## src/rtl/core_pkg.sv

```systemverilog
// rtl/core_pkg.sv - shared core constants, ALU opcode enum and EX control struct
package core_pkg;

    localparam int DATA_WIDTH     = 32;
    localparam int OPCODE_LENGTH  = 4;
    localparam int REG_ADDR_WIDTH = 5;

    typedef enum logic [OPCODE_LENGTH-1:0] {
        AND = 4'd0,
        OR  = 4'd1,
        ADD = 4'd2,
        XOR = 4'd3,
        SUB = 4'd4,
        SLT = 4'd5,
        SLL = 4'd6,
        SRL = 4'd7,
        EQ  = 4'd8,
        SRA = 4'd9,
        BGE = 4'd10,
        BNE = 4'd12
    } alu_op_t;

    typedef struct packed {
        logic regwrite;
        logic memread;
        logic memwrite;
        logic branch;
        logic alusrc;
    } ex_ctrl_t;

endpackage

```

## src/rtl/fwd_mux.sv

```systemverilog
// rtl/fwd_mux.sv - single-operand forwarding select, EX/MEM over MEM/WB, never x0
module fwd_mux #(
    parameter int DATA_WIDTH     = core_pkg::DATA_WIDTH,
    parameter int REG_ADDR_WIDTH = core_pkg::REG_ADDR_WIDTH
) (
    input  logic [REG_ADDR_WIDTH-1:0] rs_i,
    input  logic [DATA_WIDTH-1:0]     rf_data_i,
    input  logic [REG_ADDR_WIDTH-1:0] exmem_rd_i,
    input  logic                      exmem_regwrite_i,
    input  logic [DATA_WIDTH-1:0]     exmem_result_i,
    input  logic [REG_ADDR_WIDTH-1:0] memwb_rd_i,
    input  logic                      memwb_regwrite_i,
    input  logic [DATA_WIDTH-1:0]     memwb_result_i,
    output logic [DATA_WIDTH-1:0]     data_o
);

    // Youngest producer wins; a write to x0 never forwards.
    always_comb begin
        data_o = rf_data_i;
        if (exmem_regwrite_i && (exmem_rd_i != '0) && (exmem_rd_i == rs_i)) begin
            data_o = exmem_result_i;
        end else if (memwb_regwrite_i && (memwb_rd_i != '0) && (memwb_rd_i == rs_i)) begin
            data_o = memwb_result_i;
        end
    end

endmodule

```

## src/rtl/id_ex_stage.sv

```systemverilog
// rtl/id_ex_stage.sv - ID/EX pipeline register with forwarding and load-use bubbles (optional ID_EX_PERF_CNT_EN)
module id_ex_stage
    import core_pkg::*;
#(
    parameter int DATA_WIDTH     = core_pkg::DATA_WIDTH,
    parameter int OPCODE_LENGTH  = core_pkg::OPCODE_LENGTH,
    parameter int REG_ADDR_WIDTH = core_pkg::REG_ADDR_WIDTH
) (
    input  logic                      clk,
    input  logic                      rst_n,
    input  logic                      id_valid_i,
    input  logic [DATA_WIDTH-1:0]     id_pc_i,
    input  logic [DATA_WIDTH-1:0]     id_rs1_data_i,
    input  logic [DATA_WIDTH-1:0]     id_rs2_data_i,
    input  logic [DATA_WIDTH-1:0]     id_imm_i,
    input  logic [REG_ADDR_WIDTH-1:0] id_rs1_i,
    input  logic [REG_ADDR_WIDTH-1:0] id_rs2_i,
    input  logic [REG_ADDR_WIDTH-1:0] id_rd_i,
    input  logic                      id_alusrc_i,
    input  logic [OPCODE_LENGTH-1:0]  id_operation_i,
    input  logic                      id_regwrite_i,
    input  logic                      id_memread_i,
    input  logic                      id_memwrite_i,
    input  logic                      id_branch_i,
    input  logic                      stall_i,
    input  logic                      flush_i,
    input  logic [REG_ADDR_WIDTH-1:0] exmem_rd_i,
    input  logic                      exmem_regwrite_i,
    input  logic [DATA_WIDTH-1:0]     exmem_result_i,
    input  logic [REG_ADDR_WIDTH-1:0] memwb_rd_i,
    input  logic                      memwb_regwrite_i,
    input  logic [DATA_WIDTH-1:0]     memwb_result_i,
    output logic [DATA_WIDTH-1:0]     SrcA,
    output logic [DATA_WIDTH-1:0]     SrcB,
    output logic [OPCODE_LENGTH-1:0]  Operation,
    output logic                      ex_valid_o,
    output logic                      ex_regwrite_o,
    output logic                      ex_memread_o,
    output logic                      ex_memwrite_o,
    output logic                      ex_branch_o,
    output logic [REG_ADDR_WIDTH-1:0] ex_rd_o,
    output logic [DATA_WIDTH-1:0]     ex_pc_o,
    output logic [DATA_WIDTH-1:0]     ex_store_data_o,
    output logic                      load_use_stall_o
`ifdef ID_EX_PERF_CNT_EN
    ,
    output logic [31:0]               bubble_cnt_o,
    output logic [31:0]               stall_cnt_o
`endif
);

    logic                      valid_d, valid_q;
    ex_ctrl_t                  ctrl_d, ctrl_q;
    logic [OPCODE_LENGTH-1:0]  op_d, op_q;
    logic [REG_ADDR_WIDTH-1:0] rd_d, rd_q;
    logic [REG_ADDR_WIDTH-1:0] rs1_d, rs1_q;
    logic [REG_ADDR_WIDTH-1:0] rs2_d, rs2_q;
    logic [DATA_WIDTH-1:0]     pc_d, pc_q;
    logic [DATA_WIDTH-1:0]     rs1_data_d, rs1_data_q;
    logic [DATA_WIDTH-1:0]     rs2_data_d, rs2_data_q;
    logic [DATA_WIDTH-1:0]     imm_d, imm_q;
    logic                      load_use;
    logic [DATA_WIDTH-1:0]     fwd_rs1, fwd_rs2;

    // A load in EX whose rd feeds the instruction waiting in ID cannot be forwarded in time.
    always_comb begin
        load_use = valid_q && ctrl_q.memread && (rd_q != '0) && id_valid_i &&
                   ((id_rs1_i == rd_q) || (id_rs2_i == rd_q));
    end

    assign load_use_stall_o = load_use & ~flush_i;

    // Next state: flush bubble > stall hold > load-use bubble > capture ID.
    always_comb begin
        valid_d    = valid_q;
        ctrl_d     = ctrl_q;
        op_d       = op_q;
        rd_d       = rd_q;
        rs1_d      = rs1_q;
        rs2_d      = rs2_q;
        pc_d       = pc_q;
        rs1_data_d = rs1_data_q;
        rs2_data_d = rs2_data_q;
        imm_d      = imm_q;
        if (flush_i || (!stall_i && load_use)) begin
            valid_d    = 1'b0;
            ctrl_d     = '0;
            op_d       = '0;
            rd_d       = '0;
            rs1_d      = '0;
            rs2_d      = '0;
            pc_d       = '0;
            rs1_data_d = '0;
            rs2_data_d = '0;
            imm_d      = '0;
        end else if (!stall_i) begin
            valid_d         = id_valid_i;
            ctrl_d.regwrite = id_regwrite_i & id_valid_i;
            ctrl_d.memread  = id_memread_i & id_valid_i;
            ctrl_d.memwrite = id_memwrite_i & id_valid_i;
            ctrl_d.branch   = id_branch_i & id_valid_i;
            ctrl_d.alusrc   = id_alusrc_i;
            op_d            = id_operation_i;
            rd_d            = id_rd_i;
            rs1_d           = id_rs1_i;
            rs2_d           = id_rs2_i;
            pc_d            = id_pc_i;
            rs1_data_d      = id_rs1_data_i;
            rs2_data_d      = id_rs2_data_i;
            imm_d           = id_imm_i;
        end
    end

    // Pipeline register with synchronous clear.
    always_ff @(posedge clk) begin
        if (!rst_n) begin
            valid_q    <= 1'b0;
            ctrl_q     <= '0;
            op_q       <= '0;
            rd_q       <= '0;
            rs1_q      <= '0;
            rs2_q      <= '0;
            pc_q       <= '0;
            rs1_data_q <= '0;
            rs2_data_q <= '0;
            imm_q      <= '0;
        end else begin
            valid_q    <= valid_d;
            ctrl_q     <= ctrl_d;
            op_q       <= op_d;
            rd_q       <= rd_d;
            rs1_q      <= rs1_d;
            rs2_q      <= rs2_d;
            pc_q       <= pc_d;
            rs1_data_q <= rs1_data_d;
            rs2_data_q <= rs2_data_d;
            imm_q      <= imm_d;
        end
    end

    fwd_mux #(
        .DATA_WIDTH     (DATA_WIDTH),
        .REG_ADDR_WIDTH (REG_ADDR_WIDTH)
    ) u_fwd_rs1 (
        .rs_i             (rs1_q),
        .rf_data_i        (rs1_data_q),
        .exmem_rd_i       (exmem_rd_i),
        .exmem_regwrite_i (exmem_regwrite_i),
        .exmem_result_i   (exmem_result_i),
        .memwb_rd_i       (memwb_rd_i),
        .memwb_regwrite_i (memwb_regwrite_i),
        .memwb_result_i   (memwb_result_i),
        .data_o           (fwd_rs1)
    );

    fwd_mux #(
        .DATA_WIDTH     (DATA_WIDTH),
        .REG_ADDR_WIDTH (REG_ADDR_WIDTH)
    ) u_fwd_rs2 (
        .rs_i             (rs2_q),
        .rf_data_i        (rs2_data_q),
        .exmem_rd_i       (exmem_rd_i),
        .exmem_regwrite_i (exmem_regwrite_i),
        .exmem_result_i   (exmem_result_i),
        .memwb_rd_i       (memwb_rd_i),
        .memwb_regwrite_i (memwb_regwrite_i),
        .memwb_result_i   (memwb_result_i),
        .data_o           (fwd_rs2)
    );

    assign SrcA            = fwd_rs1;
    assign SrcB            = ctrl_q.alusrc ? imm_q : fwd_rs2;
    assign ex_store_data_o = fwd_rs2;
    assign Operation       = op_q;
    assign ex_valid_o      = valid_q;
    assign ex_regwrite_o   = ctrl_q.regwrite;
    assign ex_memread_o    = ctrl_q.memread;
    assign ex_memwrite_o   = ctrl_q.memwrite;
    assign ex_branch_o     = ctrl_q.branch;
    assign ex_rd_o         = rd_q;
    assign ex_pc_o         = pc_q;

`ifdef ID_EX_PERF_CNT_EN
    logic [31:0] bubble_cnt_q, stall_cnt_q;

    // Count inserted bubbles and held cycles, using the same priority as the register update.
    always_ff @(posedge clk) begin
        if (!rst_n) begin
            bubble_cnt_q <= '0;
            stall_cnt_q  <= '0;
        end else begin
            if (flush_i || (!stall_i && load_use)) begin
                bubble_cnt_q <= bubble_cnt_q + 32'd1;
            end
            if (!flush_i && stall_i) begin
                stall_cnt_q <= stall_cnt_q + 32'd1;
            end
        end
    end

    assign bubble_cnt_o = bubble_cnt_q;
    assign stall_cnt_o  = stall_cnt_q;
`endif

endmodule

```

## config.mk

```make
export PLATFORM = sky130hd
export DESIGN_NAME = id_ex_stage
export DESIGN_NICKNAME = d
export VERILOG_FILES = /design/src/rtl/core_pkg.sv /design/src/rtl/fwd_mux.sv /design/src/rtl/id_ex_stage.sv
export SDC_FILE = /design/constraint.sdc
export NUM_CORES = 1
export LEC_CHECK = 0
export CORE_AREA = 2 2 145 147
export CTS_CLUSTER_DIAMETER = 30
export DETAILED_ROUTE_END_ITERATION = 16
export DIE_AREA = 0 0 147 149
export GPL_ROUTABILITY_DRIVEN = 0
export PLACE_DENSITY = 0.72
export SYNTH_ARGS = -nofsm -noshare
export SYNTH_HDL_FRONTEND = slang
export SYNTH_SLANG_ARGS = --single-unit
```

## constraint.sdc

```tcl
create_clock -name clk -period 2.65 [get_ports clk]
set_input_delay 0.53 -clock clk [delete_from_list [all_inputs] [get_ports clk]]
set_output_delay 0.53 -clock clk [all_outputs]
set_load 0.03 [all_outputs]
```

* Word-level counts from Yosys, hierarchy flattened
Index checks and enable logic that the tools add are counted.
** Word-level totals
- Bits in registers :: 153
- Bits of input ports :: 233
- Output and inout bits :: 143
- Word-level logic and storage cells :: 50
** Operators by class
- Eq/ne operators :: 6
- Multiplexer cells :: 5
- Bitwise operators :: 7
- Reductions and logical operators :: 18
** Operator list (count)
- 32-bit 2-to-1 mux :: 5
- 5-bit equality test :: 6
- 5-bit nonzero test :: 3
- 1-bit logical AND :: 11
- 1-bit bitwise AND :: 5
- 1-bit logical OR :: 2
- 1-bit inverter :: 2
- 2-bit OR reduction :: 1
- 1-bit logical NOT :: 1

* Depth between registers and ports, before layout
Gate-level depths: netlist (run 1).
- Depth in word-level cells :: 7
- Depth in mapped cells :: 7
- Depth with buffers taken out :: 5

* Modules after synthesis
From an unflattened synthesis (run 1), not the netlist that was laid out.
** Unflattened totals
- Cells, all modules :: 1127
- Area total of the unflattened synthesis :: 8994.9 sq um
** By module, submodules not included
- id_ex_stage :: instances 1, cells an instance 757, area an instance 6660.1 sq um, seq. area each 3062.9 sq um
- fwd_mux :: instances 2, cells an instance 185, area an instance 1167.4 sq um, seq. area each 0.0 sq um

* Least setup slack after synthesis (run 1)
OpenSTA, ideal clock, no wires.
- Kind :: input to output
- Start :: input port memwb_rd_i[4]
- End :: output port SrcB[14]
- Arrival :: 2539 ps
- Required time :: 2120 ps
- Slack :: -419 ps
- Stages :: 7
- Buffers on the path :: 2
- Path through :: nor3_1 > and2_1 > clkbuf_1 > clkbuf_1 > o31ai_1 > a31oi_1 > mux2_2
** Between the ends
- Longest elaborated chain between the ends :: 6
- Elaborated cells on any way between the ends :: 7
- Classes of those cells :: eq/ne: 1; mux: 3; reduce/logical: 3
** RTL lines
- from (decl) :: line id_ex_stage.sv:30 : input logic [REG_ADDR_WIDTH-1:0] memwb_rd_i,
- 5-bit nonzero test :: line fwd_mux.sv:22 : end else if (memwb_regwrite_i && (memwb_rd_i != '0) && (memwb_rd_i == rs_i)) begin
- 1-bit logical AND :: line fwd_mux.sv:22
- 1-bit logical AND * :: line fwd_mux.sv:22
- 32-bit 2-to-1 mux * :: line fwd_mux.sv:22
- 32-bit 2-to-1 mux * :: line fwd_mux.sv:20 : if (exmem_regwrite_i && (exmem_rd_i != '0) && (exmem_rd_i == rs_i)) begin
- net ex_store_data_o[14] :: line id_ex_stage.sv:43 : output logic [DATA_WIDTH-1:0] ex_store_data_o,
- 32-bit 2-to-1 mux * :: line id_ex_stage.sv:172 : assign SrcB = ctrl_q.alusrc ? imm_q : fwd_rs2;
- to (decl) :: line id_ex_stage.sv:34 : output logic [DATA_WIDTH-1:0] SrcB,
The timed path passes the listed nets; every way through them passes the cells marked *.

* Worst setup path after layout (run 1)
- Start :: input port exmem_rd_i[0]
- End :: output port SrcB[20]
** Between the ends
- Longest elaborated chain between the ends :: 5
- Elaborated cells on any way between the ends :: 6
- Classes of those cells :: eq/ne: 1; mux: 2; reduce/logical: 3
** RTL lines
- from (decl) :: line id_ex_stage.sv:27 : input logic [REG_ADDR_WIDTH-1:0] exmem_rd_i,
- 5-bit nonzero test :: line fwd_mux.sv:20
- 1-bit logical AND :: line fwd_mux.sv:20
- 1-bit logical AND * :: line fwd_mux.sv:20
- 32-bit 2-to-1 mux * :: line fwd_mux.sv:20
- 32-bit 2-to-1 mux * :: line id_ex_stage.sv:172
Every way passes the cells marked *; elsewhere a longest branch is shown, timed or not.

==> results of run 1 <==
-- power groups by stage --
stage / Combinational (mW) / Clock (mW) / Sequential [mW]
2_1_floorplan: 0.555 / 0 / 2.51
3_3_place_gp: 1.37 / 0 / 2.48
3_5_place_dp: 1.37 / 0 / 2.48
4_1_cts: 1.56 / 2.69 / 2.43
5_1_grt: 1.72 / 2.79 / 2.44
6_report: 1.66 / 2.65 / 2.44
-- synthesized netlist by cell type (17+ instances only) --
library cell | number | area, um2
o31a_1 | 22 | 192.7
mux2i_1 | 32 | 320.3
dfxtp_1 | 153 | 3063
o31ai_1 | 32 | 240.2
nand2_1 | 26 | 97.59
nor2_1 | 81 | 304.0
a22o_1 | 149 | 1305
a21oi_1 | 33 | 165.2
clkbuf_1 | 50 | 187.7
xnor2_1 | 24 | 210.2
buf_2 | 17 | 85.08
a211oi_1 | 22 | 165.2
-- worst reg2reg max path: cells and delay by family (launching register included) --
family	cells	cell delay [ns]
flops	1	0.48
compound gates	3	0.90
simple gates	1	0.11
xor+xnor	1	0.10
buf+inv	1	0.37
-- layer usage --
metal,up-vias,track usage (%),routed length [um]
met5,-,0,0
met4,0,13.32,1699
met3,121,8.257,3093
met2,431,50.73,17240
met1,4104,38.07,14010
li1,3752,-,-
-- state kept, by name, indices dropped and copies added (netlist names) --
signal	cells
ex_memread_o	1
rs1_q	5
rs2_q	5
ex_branch_o	1
rs2_data_q	32
ex_pc_o	32
ctrl_q	1
rs1_data_q	32
ex_valid_o	1
ex_regwrite_o	1
imm_q	32
Operation	4
ex_memwrite_o	1
ex_rd_o	5
-- cell type report --
| type | count | area [um2] | share of cell area [%] |
|---|---|---|---|
| diodes | 7 | 17.52 | 0.1124 |
| clock buffers | 17 | 425.4 | 2.730 |
| clock inverters | 15 | 205.2 | 1.317 |
| inverters | 1 | 3.754 | 0.02408 |
| multi-input cells | 494 | 5411 | 34.72 |
| flip-flops and latches | 153 | 3087 | 19.81 |
| well taps | 275 | 344.1 | 2.208 |
| repair buffers | 550 | 6091 | 39.08 |
-- cell families (layout without fill, tap and decap cells) --
family                 Yosys count  count (layout)  synth area share [%]
flip-flops                     153             153                 44.32
other                            0               7                     0
AND/OR/NAND/NOR                145             146                 9.252
XOR/XNOR                        30              30                 3.802
multiplexers                    42              42                 6.265
AO/OA/AOI/OAI                  276             276                 32.08
buffers and inverters           72             583                 4.273
-- metrics by stage --
step | total power, mW | hold slack [ns] | cell area (um2)
2_1_floorplan | 3.062 | 0.4415 | 7727
3_5_place_dp | 3.851 | 0.4533 | 12590
5_1_grt | 6.950 | 0.4857 | 15580
3_3_place_gp | 3.842 | 0.4498 | 12590
6_report | 6.745 | 0.4739 | 15580
4_1_cts | 6.677 | 0.4770 | 14940
-- final timing paths --
path / start / depth (start not counted) / to
setup / recovery: exmem_rd_i[0] / 12 / SrcB[20]
hold / removal: ex_regwrite_o / 1 / ex_regwrite_o
setup reg to reg: ex_rd_o[1] / 6 / rs1_data_q[13]
hold reg to reg: ex_regwrite_o / 1 / ex_regwrite_o
-- timing repair --
| item | 4_1_cts | 5_1_grt |
|---|---|---|
| pin swaps | 42 | 59 |
| buffers inserted | 31 | 19 |
| endpoints found under the setup margin | 96 | 96 |
| hold endpoints to repair | 0 | 0 |
| resized for setup | 420 | 133 |
| gates cloned | 13 | 3 |
==> metrics.txt, run 1 <==
status complete, but fails checks; failing checks setup timing; reg2reg setup slack 0.62 ns; Worst Setup End Kind primary output; switching fraction of total power 28.77%; Die Y 149 um; critical path's top delay family buffers and inverters; Place WS -1.133 ns; commonest non-fill, non-tap cell in the layout clkdlybuf4s50_1; crit path buf inv count 7; grt total ovfl 0; largest net degree at the start of global routing 80; required time of the critical path 2.12 ns; WS Path Type input pin to primary output; vias in the first global route 8447; Clock Sinks 153; worst-path cell chain buf_6, buf_4, buf_4, xnor2_1, nand4_1, buf_4, buf_12, nor2_4, a211oi_2, buf_4, o31ai_4, buf_6; Net Switching 1.941 mW; Final Setup Violations 96; Max VDD drop 0.0004045 V; number of primary I/O pins 376; pwr dens 432.8 nW/um2; CP Launch Type input pin; Slew @ Worst Pin 0.5053 ns; accumulated negative setup slack -27.89 ns; min Tclk post-route 3.109 ns; critical path's most frequent cell buf_4; Data arrival, critical path 2.58 ns; Slew Viols, Final 0; Final #Nets 1450; core area 20560 um2; HP Class flip-flop to flip-flop; final setup margin -0.4590 ns; Leakage 5.865 nW; drt pass-1 iters 7; max incr delay on CP 0.41 ns; Layout area overhead 125.5%; Post-synth EDFFs 0; Most used DFF post-synth dfxtp_1; RSZ-0062 raised after global routing yes; fin cells 1512; Post-Route WL 36040 um; die area 21900 um2; Ys Warns 0; sequential-to-total area share from yosys stat 44.32%; Fin. Hold Viols 0; clock slew seen by the registers of the worst setup and hold paths 0.06 ns; Crit Path Max Fanout 7; Total GRT Usage 30.76%; Yosys reg bits 153; Initial Utilization 33.62%; most frequent cells in the layout 266 x clkdlybuf4s50_1, 149 x a22o_1, 142 x dfxtp_1; post-DP HPWL 22570 um; Std-Cell Rows 53; wire per inst 23.84 um; synthesized area 6910 um2; Max H-tree Level 4; drt drc 0; Avg Cell Area, Syn 9.624 um2; Die Wd 147 um; Final Cycle Share 117.3%; dpl cells 1427; Seq pwr share 36.1%; Syn Nets 951; clock power share 39.3%; first-pass GRT wire length 51540 um; hold buffer count at cts 0; Fmax achieved 0.3216 GHz; CTS tree done; clock latency on the worst-skew pair 0.43 ns; Max-cap violations 0; Async SR Flop Fraction 0%; max_slew headroom 66.24%; initial antenna violation count 5; # fillers 1279; Final Core Density 75.81%; number of buffers created by CTS 17; slowest CP cell nor2_4; Via Count 8408; Pint 4.804 mW; Cell variety after synth 32; DRT antenna net count 0; CTS max path bufs 2; IO Port Bufs 375; root buf cell clkbuf_16; DR iter-0 viols 594; share of post-route cells with drive strength above 1 44.47%; Worst Clk Skew 0.01202 ns; vias per cell 5.561; Synth Instances 718; Logic pwr share 24.6%
(Power assumes the default switching activity.)
==> run 2: changes to the inputs <==
SLEW_MARGIN = 10   (was unset)
==> results of run 2 <==
The final DEF is identical to that of run 1; final timing and power are the same.
==> run 3: changes to the inputs <==
clock period = 3.18 ns   (was 2.65 ns; I/O delays follow)
==> run 3 against run 2 <==
- largest cell class unchanged
- sequential cell count did not move
- routed wire length fell by 11%
- critical path depth fell by 1
- core utilization fell by 10 points
- sequential power fell by 17%
- cell area fell by 14%
- the flow still finishes with violations (setup timing)
==> metrics.txt, run 3 (synthesized netlist as in run 1, its figures left out) <==
status complete, but fails checks; failing checks setup timing; Std-Cell Rows 53 (unchanged); clock latency on the worst-skew pair 0.43 ns (about the same); max incr delay on CP 0.52 ns (+0.11 ns); HP Class flip-flop to flip-flop; RR Endpoint rs2_data_q[20]; Max H-tree Level 4 (unchanged); required time of the critical path 2.54 ns (+0.42 ns); Worst R2R Start ex_rd_o[4]; Max-cap violations 0 (unchanged); DR iter-0 viols 467 (-21%); Crit Path Max Fanout 6 (-1); initial antenna violation count 2 (-3); Fmax achieved 0.3057 GHz; commonest non-fill, non-tap cell in the layout clkdlybuf4s50_1; Via Count 7817 (-7.0%); Data arrival, critical path 2.64 ns (+0.06 ns); min Tclk post-route 3.272 ns; critical path's top delay family buffers and inverters; Layout area overhead 94.39%; CTS max path bufs 2 (unchanged); Post-Route WL 32180 um (-11%); Min-Delay Path Depth 1 (unchanged); grt total ovfl 0 (unchanged); M3 GR Usage 7.859% (-0.40 points); Final Setup Violations 28 (-71%); pwr dens 389.9 nW/um2 (-9.9%); Worst Clk Skew 0.01538 ns (+0.003359 ns); WS Path Type input pin to primary output; max_slew headroom 67.63% (+1.4 points); Clock Sinks 153 (unchanged); first-pass GRT wire length 47220 um (-8.4%); RSZ-0062 raised after global routing yes; worst-path cell chain buf_6, or4_4, o211ai_1, buf_4, or2_4, buf_12, buf_12, buf_4, nor2_1, o31ai_2, buf_4; grt peak-use layer met2; CP Launch Type input pin; vias in the first global route 7989 (-5.4%); Slew Viols, Final 0 (unchanged); final setup margin -0.09159 ns (+0.3674 ns); met1 Resource Use GR 33.63% (-4.4 points); hold_sp ex_regwrite_o; reg2reg setup slack 1.12 ns (+0.50 ns); root buf cell clkbuf_16; CTS tree done; end of the worst hold path ex_regwrite_o; R2R cell count 6 (unchanged); critical path's most frequent cell buf_4; most frequent cells in the layout 266 x clkdlybuf4s50_1, 149 x a22o_1, 147 x dfxtp_1; Max VDD drop 0.0003708 V (-8.3%); Final Cycle Share 102.9%; Final Instance Area 13430 um2 (-14%); met2 usage 48.94% (-1.8 points); Die Y 149 um (unchanged); core area 20560 um2 (unchanged); Tot Pwr 5.237 mW (-22%); DRT antenna net count 0 (unchanged); Post-DP Area 11690 um2 (-7.2%); die area 21900 um2 (unchanged); Final #Nets 1391 (-4.1%); wire per inst 22.24 um (-6.7%); drt pass-1 iters 5 (-2); IO Port Bufs 375 (unchanged); share of post-route cells with drive strength above 1 32.88% (-12 points); post-DP HPWL 22340 um (-1.0%); Leakage 5.234 nW (-11%); slowest CP cell or4_4; largest net degree at the start of global routing 100 (+25%); drt drc 0 (unchanged); Initial Utilization 33.62% (unchanged); Die Wd 147 um (unchanged); Worst Setup End Kind primary output; crit path buf inv count 6 (-1); number of buffers created by CTS 17 (unchanged); Total GRT Usage 28.11% (-2.7 points); Fin. Hold Viols 0 (unchanged); vias per cell 5.402 (-2.9%); Slew @ Worst Pin 0.4855 ns (-0.01975 ns); number of primary I/O pins 376 (unchanged); clock slew seen by the registers of the worst setup and hold paths 0.06 ns (about the same)
-- run 3: per-stage QoR --
stage / TNS [ns] / hold WS [ns] / setup WS [ns] / cells / utilization (%)
floorplan: 0 / 0.4369 / 0.04419 / 718 / -
global route: -3.692 / 0.4800 / -0.1539 / 1447 / 65.34
detailed placement: -52.19 / 0.4525 / -0.8505 / 1381 / 56.86
global placement: -49.72 / 0.4506 / -0.8027 / 1381 / 56.86
CTS: -0.3309 / 0.4681 / -0.06681 / 1438 / 63.29
finish: -0.8432 / 0.4663 / -0.09159 / 1447 / 65.34
-- run 3: per-layer routing --
layer | routed length (um) | part of all wire [%] | vias up
met3 | 2534 | 7.9 | 40
li1 | - | - | 3625
met4 | 658 | 2.0 | 2
met1 | 12760 | 40 | 3786
met2 | 16210 | 50 | 364
met5 | 12 | 0.037 | -
-- run 3: where the power goes --
group          internal, mW  switching (mW)  total, mW
clock                  1.12           0.915       2.04
combinational         0.636           0.538       1.17
sequential             1.98          0.0475       2.03
total                  3.74            1.50       5.24
-- run 3: what timing repair did --
item                       CTS  global route
cloned                       3             2
setup endpoints to repair   96            89
hold buffers                 0             0
setup buffers               22             9
resized for setup          170            87
pin swaps                   33            33
-- run 3: how the worst max path moves through the flow --
| stage | start | endpoint | slack [ns] | cells past startpoint |
|---|---|---|---|---|
| final | exmem_rd_i[3] | SrcB[2] | -0.09 | 11 |
| after global routing | exmem_rd_i[3] | SrcB[2] | -0.15 | 11 |
| after CTS | exmem_rd_i[3] | SrcB[6] | -0.07 | 11 |
| after detailed placement | exmem_rd_i[0] | SrcB[21] | -0.85 | 8 |
| after global placement | exmem_rd_i[0] | SrcB[14] | -0.80 | 8 |
| after floorplan | exmem_rd_i[0] | SrcA[10] | 0.04 | 7 |
-- run 3: final cells by class --
type                    instances  area (um2)
well taps                     275       344.1
inverters                       1       3.754
fillers                      1636        7124
multi-input cells             493        4314
flip-flops and latches        153        3070
repair buffers                492        5119
clock buffers                  18       439.2
clock inverters                14       140.1
diodes                          1       2.502
